$ cat config.mk
export PLATFORM = sky130hd
export DESIGN_NAME = ama_riscv_wb_stage
export DESIGN_NICKNAME = d
export VERILOG_FILES = /design/src/rtl/ama_riscv_wb_stage.sv
export SDC_FILE = /design/constraint.sdc
export NUM_CORES = 1
export LEC_CHECK = 0
export ABC_CLOCK_PERIOD_IN_PS = 3400
export CAP_MARGIN = 20
export CORE_MARGIN = 3
export CORE_UTILIZATION = 47
export DETAILED_ROUTE_END_ITERATION = 8
export GPL_TIMING_DRIVEN = 0
export PLACE_DENSITY = 0.82
export SLEW_MARGIN = 10
export SYNTH_ARGS = -nofsm -noshare
export SYNTH_HDL_FRONTEND = slang
export SYNTH_SLANG_ARGS = --single-unit
$ cat constraint.sdc
create_clock -name clk -period 3.4 [get_ports clk]
set_input_delay 0.68 -clock clk [delete_from_list [all_inputs] [get_ports clk]]
set_output_delay 0.68 -clock clk [all_outputs]
set_load 0.05 [all_outputs]
$ cat src/rtl/ama_riscv_wb_stage.sv
// Writeback stage: registers memory-stage results, aligns/extends loads and drives the RF write port.
// Optional retired-instruction counter enabled by defining AMA_RISCV_WB_RETIRE_CNT_EN.
module ama_riscv_wb_stage #(
    parameter int ARCH_W = 32,
    parameter int RF_AW  = 5
) (
    input  logic              clk,
    input  logic              rst,
    input  logic              stall,
    input  logic              flush,
    input  logic              mem_valid,
    input  logic [RF_AW-1:0]  mem_rd,
    input  logic              mem_rd_we,
    input  logic              mem_rdp_we,
    input  logic [1:0]        mem_wb_sel,
    input  logic [ARCH_W-1:0] mem_alu,
    input  logic [ARCH_W-1:0] mem_alu_hi,
    input  logic [ARCH_W-1:0] mem_pc,
    input  logic [ARCH_W-1:0] mem_csr,
    input  logic [2:0]        mem_ld_f3,
    input  logic [1:0]        mem_ld_off,
    input  logic [ARCH_W-1:0] dmem_rdata,
    output logic              rf_we,
    output logic              rf_we_p,
    output logic [RF_AW-1:0]  rf_addr_d,
    output logic [ARCH_W-1:0] rf_data_d,
    output logic [ARCH_W-1:0] rf_data_dp,
    output logic              fwd_we,
    output logic [RF_AW-1:0]  fwd_rd,
    output logic [ARCH_W-1:0] fwd_data,
    output logic              err_rdp
`ifdef AMA_RISCV_WB_RETIRE_CNT_EN
    ,
    output logic [63:0]       retire_cnt
`endif
);

    localparam logic [1:0] SEL_ALU = 2'd0;
    localparam logic [1:0] SEL_MEM = 2'd1;
    localparam logic [1:0] SEL_PC4 = 2'd2;
    localparam logic [1:0] SEL_CSR = 2'd3;

    logic              r_valid;
    logic [RF_AW-1:0]  r_rd;
    logic              r_rd_we;
    logic              r_rdp_we;
    logic [1:0]        r_wb_sel;
    logic [ARCH_W-1:0] r_alu;
    logic [ARCH_W-1:0] r_alu_hi;
    logic [ARCH_W-1:0] r_pc;
    logic [ARCH_W-1:0] r_csr;
    logic [2:0]        r_ld_f3;
    logic [1:0]        r_ld_off;
    logic              r_hold_vld;
    logic [ARCH_W-1:0] r_hold_data;

    always_ff @(posedge clk) begin
        if (rst) begin
            r_valid     <= 1'b0;
            r_rd        <= '0;
            r_rd_we     <= 1'b0;
            r_rdp_we    <= 1'b0;
            r_wb_sel    <= SEL_ALU;
            r_alu       <= '0;
            r_alu_hi    <= '0;
            r_pc        <= '0;
            r_csr       <= '0;
            r_ld_f3     <= '0;
            r_ld_off    <= '0;
            r_hold_vld  <= 1'b0;
            r_hold_data <= '0;
        end else if (flush) begin
            r_valid    <= 1'b0;
            r_hold_vld <= 1'b0;
        end else if (stall) begin
            // Latch the DMEM word only once: later stall cycles may see it change.
            if (r_valid && (r_wb_sel == SEL_MEM) && !r_hold_vld) begin
                r_hold_data <= dmem_rdata;
                r_hold_vld  <= 1'b1;
            end
        end else begin
            r_valid    <= mem_valid;
            r_rd       <= mem_rd;
            r_rd_we    <= mem_rd_we;
            r_rdp_we   <= mem_rdp_we;
            r_wb_sel   <= mem_wb_sel;
            r_alu      <= mem_alu;
            r_alu_hi   <= mem_alu_hi;
            r_pc       <= mem_pc;
            r_csr      <= mem_csr;
            r_ld_f3    <= mem_ld_f3;
            r_ld_off   <= mem_ld_off;
            r_hold_vld <= 1'b0;
        end
    end

    logic [ARCH_W-1:0] w_word;
    logic [7:0]        w_byte;
    logic [15:0]       w_half;
    logic [ARCH_W-1:0] w_load;
    logic [ARCH_W-1:0] w_data;
    logic              w_we;
    logic              w_pair_req;
    logic              w_rd_x31;

    always_comb begin
        w_word = r_hold_vld ? r_hold_data : dmem_rdata;
        case (r_ld_off)
            2'd0:    w_byte = w_word[7:0];
            2'd1:    w_byte = w_word[15:8];
            2'd2:    w_byte = w_word[23:16];
            default: w_byte = w_word[31:24];
        endcase
        w_half = r_ld_off[1] ? w_word[31:16] : w_word[15:0];
        case (r_ld_f3)
            3'b000:  w_load = {{(ARCH_W-8){w_byte[7]}}, w_byte};
            3'b100:  w_load = {{(ARCH_W-8){1'b0}}, w_byte};
            3'b001:  w_load = {{(ARCH_W-16){w_half[15]}}, w_half};
            3'b101:  w_load = {{(ARCH_W-16){1'b0}}, w_half};
            3'b010:  w_load = w_word;
            default: w_load = '0;
        endcase
        case (r_wb_sel)
            SEL_ALU: w_data = r_alu;
            SEL_MEM: w_data = w_load;
            SEL_PC4: w_data = r_pc + ARCH_W'(4);
            default: w_data = r_csr;
        endcase
    end

    assign w_we       = r_valid && r_rd_we && !stall && (r_rd != '0);
    assign w_pair_req = w_we && r_rdp_we && (r_wb_sel == SEL_ALU);
    assign w_rd_x31   = (r_rd == RF_AW'(31));

    assign rf_we      = w_we;
    assign rf_we_p    = w_pair_req && !w_rd_x31;
    assign err_rdp    = w_pair_req && w_rd_x31;
    assign rf_addr_d  = r_rd;
    assign rf_data_d  = w_data;
    assign rf_data_dp = r_alu_hi;
    assign fwd_we     = w_we;
    assign fwd_rd     = r_rd;
    assign fwd_data   = w_data;

`ifdef AMA_RISCV_WB_RETIRE_CNT_EN
    logic [63:0] r_retire_cnt;

    always_ff @(posedge clk) begin
        if (rst) begin
            r_retire_cnt <= '0;
        end else if (r_valid && !stall && !flush) begin
            r_retire_cnt <= r_retire_cnt + 64'd1;
        end
    end

    assign retire_cnt = r_retire_cnt;
`endif

endmodule
# Yosys cells after proc, flatten, opt, wreduce, memory -nomap -nowiden
# Index checks and enable logic that the tools add are counted.
# word_totals
ff_bits	176
inputBits	179
word_cells	50
# classes
addsub	1
eq_ne	9
n_mux	5
n_bitwise	2
reduce_logical	20
# op_table
operator	count
$pmux W32 S5	1
$pmux W32 S3	1
$add A32 B3 Y32 const B	1
$mux W32	1
$pmux W8 S3	1
$mux W16	1
$logic_and A1 B1 Y1	9
$eq A3 B3 Y1 const B	2
$eq A5 B5 Y1 const B	1
$reduce_bool A5 Y1	1
$eq A2 B1 Y1 const B	2
$eq A2 B2 Y1 const B	2
$logic_not A2 Y1	2
$eq A3 B1 Y1 const B	1
$eq A3 B2 Y1 const B	1
$logic_not A1 Y1	3
$logic_not A3 Y1	1
$reduce_and A3 Y1	1
$reduce_or A3 Y1	1
$not A1 Y1	2
$reduce_and A2 Y1	1
$reduce_or A2 Y1	1

# Depth between registers and ports, before layout
# Gate-level depths: netlist (run 1).
# depth
word_depth	6
ltp_mapped	9
ltp_nobuf	6

# Worst setup path after synthesis (run 1)
# Ideal clock, no wire load.
# synth_timing
path_kind	register to output
startpoint	register r_pc[2]
endpoint	output port rf_data_d[28]
arrival_time_ns	3.415
path_slack_ns	-0.695
path_stages_with_launch	9
n_path_buf	2
path_cell_list	dfxtp_1 -> ha_1 -> nand3_1 -> or4_1 -> buf_2 -> nor4_4 -> mux2i_1 -> o32ai_1 -> buf_4
# synth_via
elab_chain_cells	2
# synth_rtl
element	line_no	text
from (decl)	50	logic [ARCH_W-1:0] r_pc;
from (signal assigned)	89	r_pc <= mem_pc;
$add A32 B3 Y32	126	SEL_PC4: w_data = r_pc + ARCH_W'(4);
$pmux W32 S3	123	case (r_wb_sel)
to (decl)	26	output logic [ARCH_W-1:0] rf_data_d,
# Every way passes these cells.

# Worst setup path after layout (run 1)
# layout_timing
startpoint	input port dmem_rdata[31]
endpoint	output port rf_data_d[20]
# layout_via
elab_chain_cells	4
word_cells_on_any_way	5
classes_between	5 x mux
# layout_rtl
element	line_no	text
from (decl)	22	input logic [ARCH_W-1:0] dmem_rdata,
$mux W32 (*)	107	w_word = r_hold_vld ? r_hold_data : dmem_rdata;
$pmux W8 S3 or $mux W16 (tied branches)	108, 114	
$pmux W32 S5 (*)	115	case (r_ld_f3)
$pmux W32 S3 (*)	123	
# Mark *: on every way between the ends. The rest lies on a longest branch, timed or not.

==> impl_metrics.ini, run 1 <==
[final_layout]
stdcell_area_mm2 = 0.0137
syn_to_final_growth_pct = 54.7
layout-drive-gt1-share_pct = 20.7
diodes = 0
layout.nets = 1717
fin_cells = 1779

[drt]
avgRoutedWirePerCell_um = 19.9
via_count = 10500
drc = 0
routed_via_density = 5.91
drt_first_pass_iters = 7
routed_wirelength_um = 35500
drt-initial-drc-count = 1049
ant_nets = 0

[outcome]
violations = negative setup slack
outcome = finished, violations left

[synth]
syn_inst = 1200
synth.distinct_cells = 58
syn-cell-area_mm2 = 0.00884
synth_edf_count = 0
async_flop_share_pct = 0
synth-seq-cells = 176
synth.avg_cell_area_um2 = 7.36
seq_area_frac_synth_pct = 39.9
syn-num-nets = 1380
synth-main-ff-cell = dfxtp_1
ys_warn_count = 0

[placement]
hpwl_um = 25400
dp.cells = 1715
gp_congestion = 1.00
place_area_mm2 = 0.0122
port_buffers = 286

[timing]
fmax_ghz = 0.286
setup_ws_ns = -0.0918
rsz0062_at_grt = true
hold_ws_ns = 0.454
slew_headroom_pct = 45.3
fin_crit_ns = 3.49
skew_ns = 0.00839
tightest_slew_ns = 0.821
final_max_slew_viol_count = 0
setup_viol = 12
finalSetupTns_ns = -0.535
hold_viol = 0
period_share_pct = 103

[global_route]
grt_pass1_wl_um = 52600
grt.busiest_layer = met2
gr-usage-met3_pct = 10.1
gr-total-overflow = 0
grt_usage_pct = 33.2
grtUsageMet2_pct = 53.3
antenna_found_initial = 1
grt_max_degree = 17
grt_pass1_vias = 9878
groute.layer.met1.usage_pct = 40.2

[clocking]
cts_buffer_depth = 2
cts_buffers = 17
h-tree-depth = 4
clk_latency_ns = 0.45
cts.sink_count = 176
clockRootBuffer = clkbuf_16
path_clk_slew_ns = 0.07
cts_tree = done

[floorplan]
die_width_um = 143
core_mm2 = 0.0182
initial_core_util_pct = 48.5
die-area_mm2 = 0.0205
rows = 49
die_h_um = 143
io_pins = 289

[setup_path]
critPathLaunchType = input pin
crit_required_ns = 2.72
end_kind = output port
cp.arrival_ns = 2.81
crit_path_max_fanout = 5
critical_path_class = in -> out

[job]
maxCapViolCount = 0

[power_and_ir_drop]
ir_drop_mv = 0.398
power_leakage_uw = 0.00494
powerDensity_mw_per_mm2 = 422

[worst_hold_path]
hp-class = reg -> reg
==> metal layers <==
layer / vias to the layer above / wire [um]
li1: 4737 / -
met1: 4901 / 13100
met2: 696 / 16400
met3: 170 / 4030
met4: 2 / 1950
met5: - / 13
==> worst max-delay path, cell delays in order <==
cell	delay [ns]
dlygate4sd2_1	0.27
mux4_2	0.56
nor2b_4	0.24
o31ai_4	0.15
clkbuf_8	0.19
o21ai_2	0.12
o211ai_1	0.12
buf_4	0.20
buf_4	0.13
buf_8	0.14
==> area by class of cell <==
cell class              instances  area, um^2
repair buffers                321        3110
clock buffers                  19         453
inverters                      11        41.3
multi-input cells             885        5320
well taps                     229         287
clock inverters                13         175
plain buffers                 125         716
flip-flops and latches        176        3570
fillers                      1336        4540
==> worst paths after layout <==
check / startpoint / to / slack [ns] / cells past startpoint
max: dmem_rdata[31] / rf_data_d[20] / -0.09 / 10
min reg2reg: r_alu[20] / r_alu[20] / 0.45 / 2
min: r_alu[20] / r_alu[20] / 0.45 / 2
max reg2reg: r_wb_sel[1] / r_hold_data[12] / 1.38 / 6
==> Yosys cell counts (11+ instances only) <==
cell,number,area share (%)
a21oi_1,210,12
buf_4,38,3.2
clkbuf_1,80,3.4
dfxtp_1,176,40
inv_1,11,0.47
mux2i_1,30,3.4
nand2_1,394,17
nand3_1,13,0.74
nor2_1,31,1.3
nor3_1,19,1.1
o21ai_0,46,2.6
xnor2_1,11,1.1
==> flip-flops by register name (all words and copies together), names as in the netlist <==
| register | cells |
|---|---|
| r_hold_data | 32 |
| fwd_rd | 5 |
| r_alu | 32 |
| r_rd_we | 1 |
| r_pc | 32 |
| r_valid | 1 |
| r_ld_f3 | 3 |
| r_ld_off | 2 |
| r_csr | 32 |
| r_rdp_we | 1 |
| r_wb_sel | 2 |
| rf_data_dp | 32 |
| r_hold_vld | 1 |
==> logic make-up after synthesis <==
logic type      Yosys count  share of synthesized area (%)
compound gates          312                           19.9
buf+inv                 140                           7.76
mux                      46                           6.46
flops                   176                           39.9
xor+xnor                 14                           1.39
fa+ha+maj                 1                          0.142
simple gates            511                           24.5
==> placed cells by master (no fill, tap or decap), types with 10 or more instances in the layout <==
cell             count
a21oi_1            203
buf_2               22
buf_4               72
buf_6               18
buf_8               16
clkbuf_1            65
clkbuf_16           17
clkdlybuf4s15_2     14
clkdlybuf4s50_1    217
dfxtp_1            158
dfxtp_2             10
inv_1               11
mux2i_1             22
nand2_1            393
nand3_1             11
nor2_1              29
nor3_1              10
o21ai_0             20
o21ai_1             15
o21ai_2             10
xnor2_1             10
==> power by group <==
part           switching (uW)  total, uW  internal (uW)
Sequential               71.6       2210           2140
Clock                     895       2110           1210
Combinational             860       1450            592
==> through the flow <==
step | util, % | setup slack [ns] | power [uW]
3_5_place_dp | 66.8 | -1.17 | 3580
3_3_place_gp | 66.8 | -1.22 | 3560
6_report | 75.1 | -0.0918 | 5770
5_1_grt | 75.1 | -0.124 | 5930
2_1_floorplan | - | -0.0687 | 3010
4_1_cts | 73.6 | -0.114 | 5710
==> timing repair <==
action / CTS / global route
hold buffers: 0 / 0
cloned: 2 / 0
gates resized for setup: 465 / 86
setup endpoints to repair: 66 / 57
setup buffers: 21 / 14
pin swaps: 27 / 26
Power figures use the tool's default switching activity.
==> run 2: changes to the inputs <==
--- a/config.mk
+++ b/config.mk
@@ -9,6 +9,7 @@
 export CAP_MARGIN = 20
 export CORE_MARGIN = 3
 export CORE_UTILIZATION = 47
+export CTS_CLUSTER_SIZE = 8
 export DETAILED_ROUTE_END_ITERATION = 8
 export GPL_TIMING_DRIVEN = 0
 export PLACE_DENSITY = 0.82
==> results of run 2 <==
Final layout, timing and power as in run 1 (identical DEF).
==> run 3: changes to the inputs <==
--- a/config.mk
+++ b/config.mk
@@ -5,7 +5,6 @@
 export SDC_FILE = /design/constraint.sdc
 export NUM_CORES = 1
 export LEC_CHECK = 0
-export ABC_CLOCK_PERIOD_IN_PS = 3400
 export CAP_MARGIN = 20
 export CORE_MARGIN = 3
 export CORE_UTILIZATION = 47
==> results of run 3 <==
Final layout, timing and power as in run 1 (identical DEF).
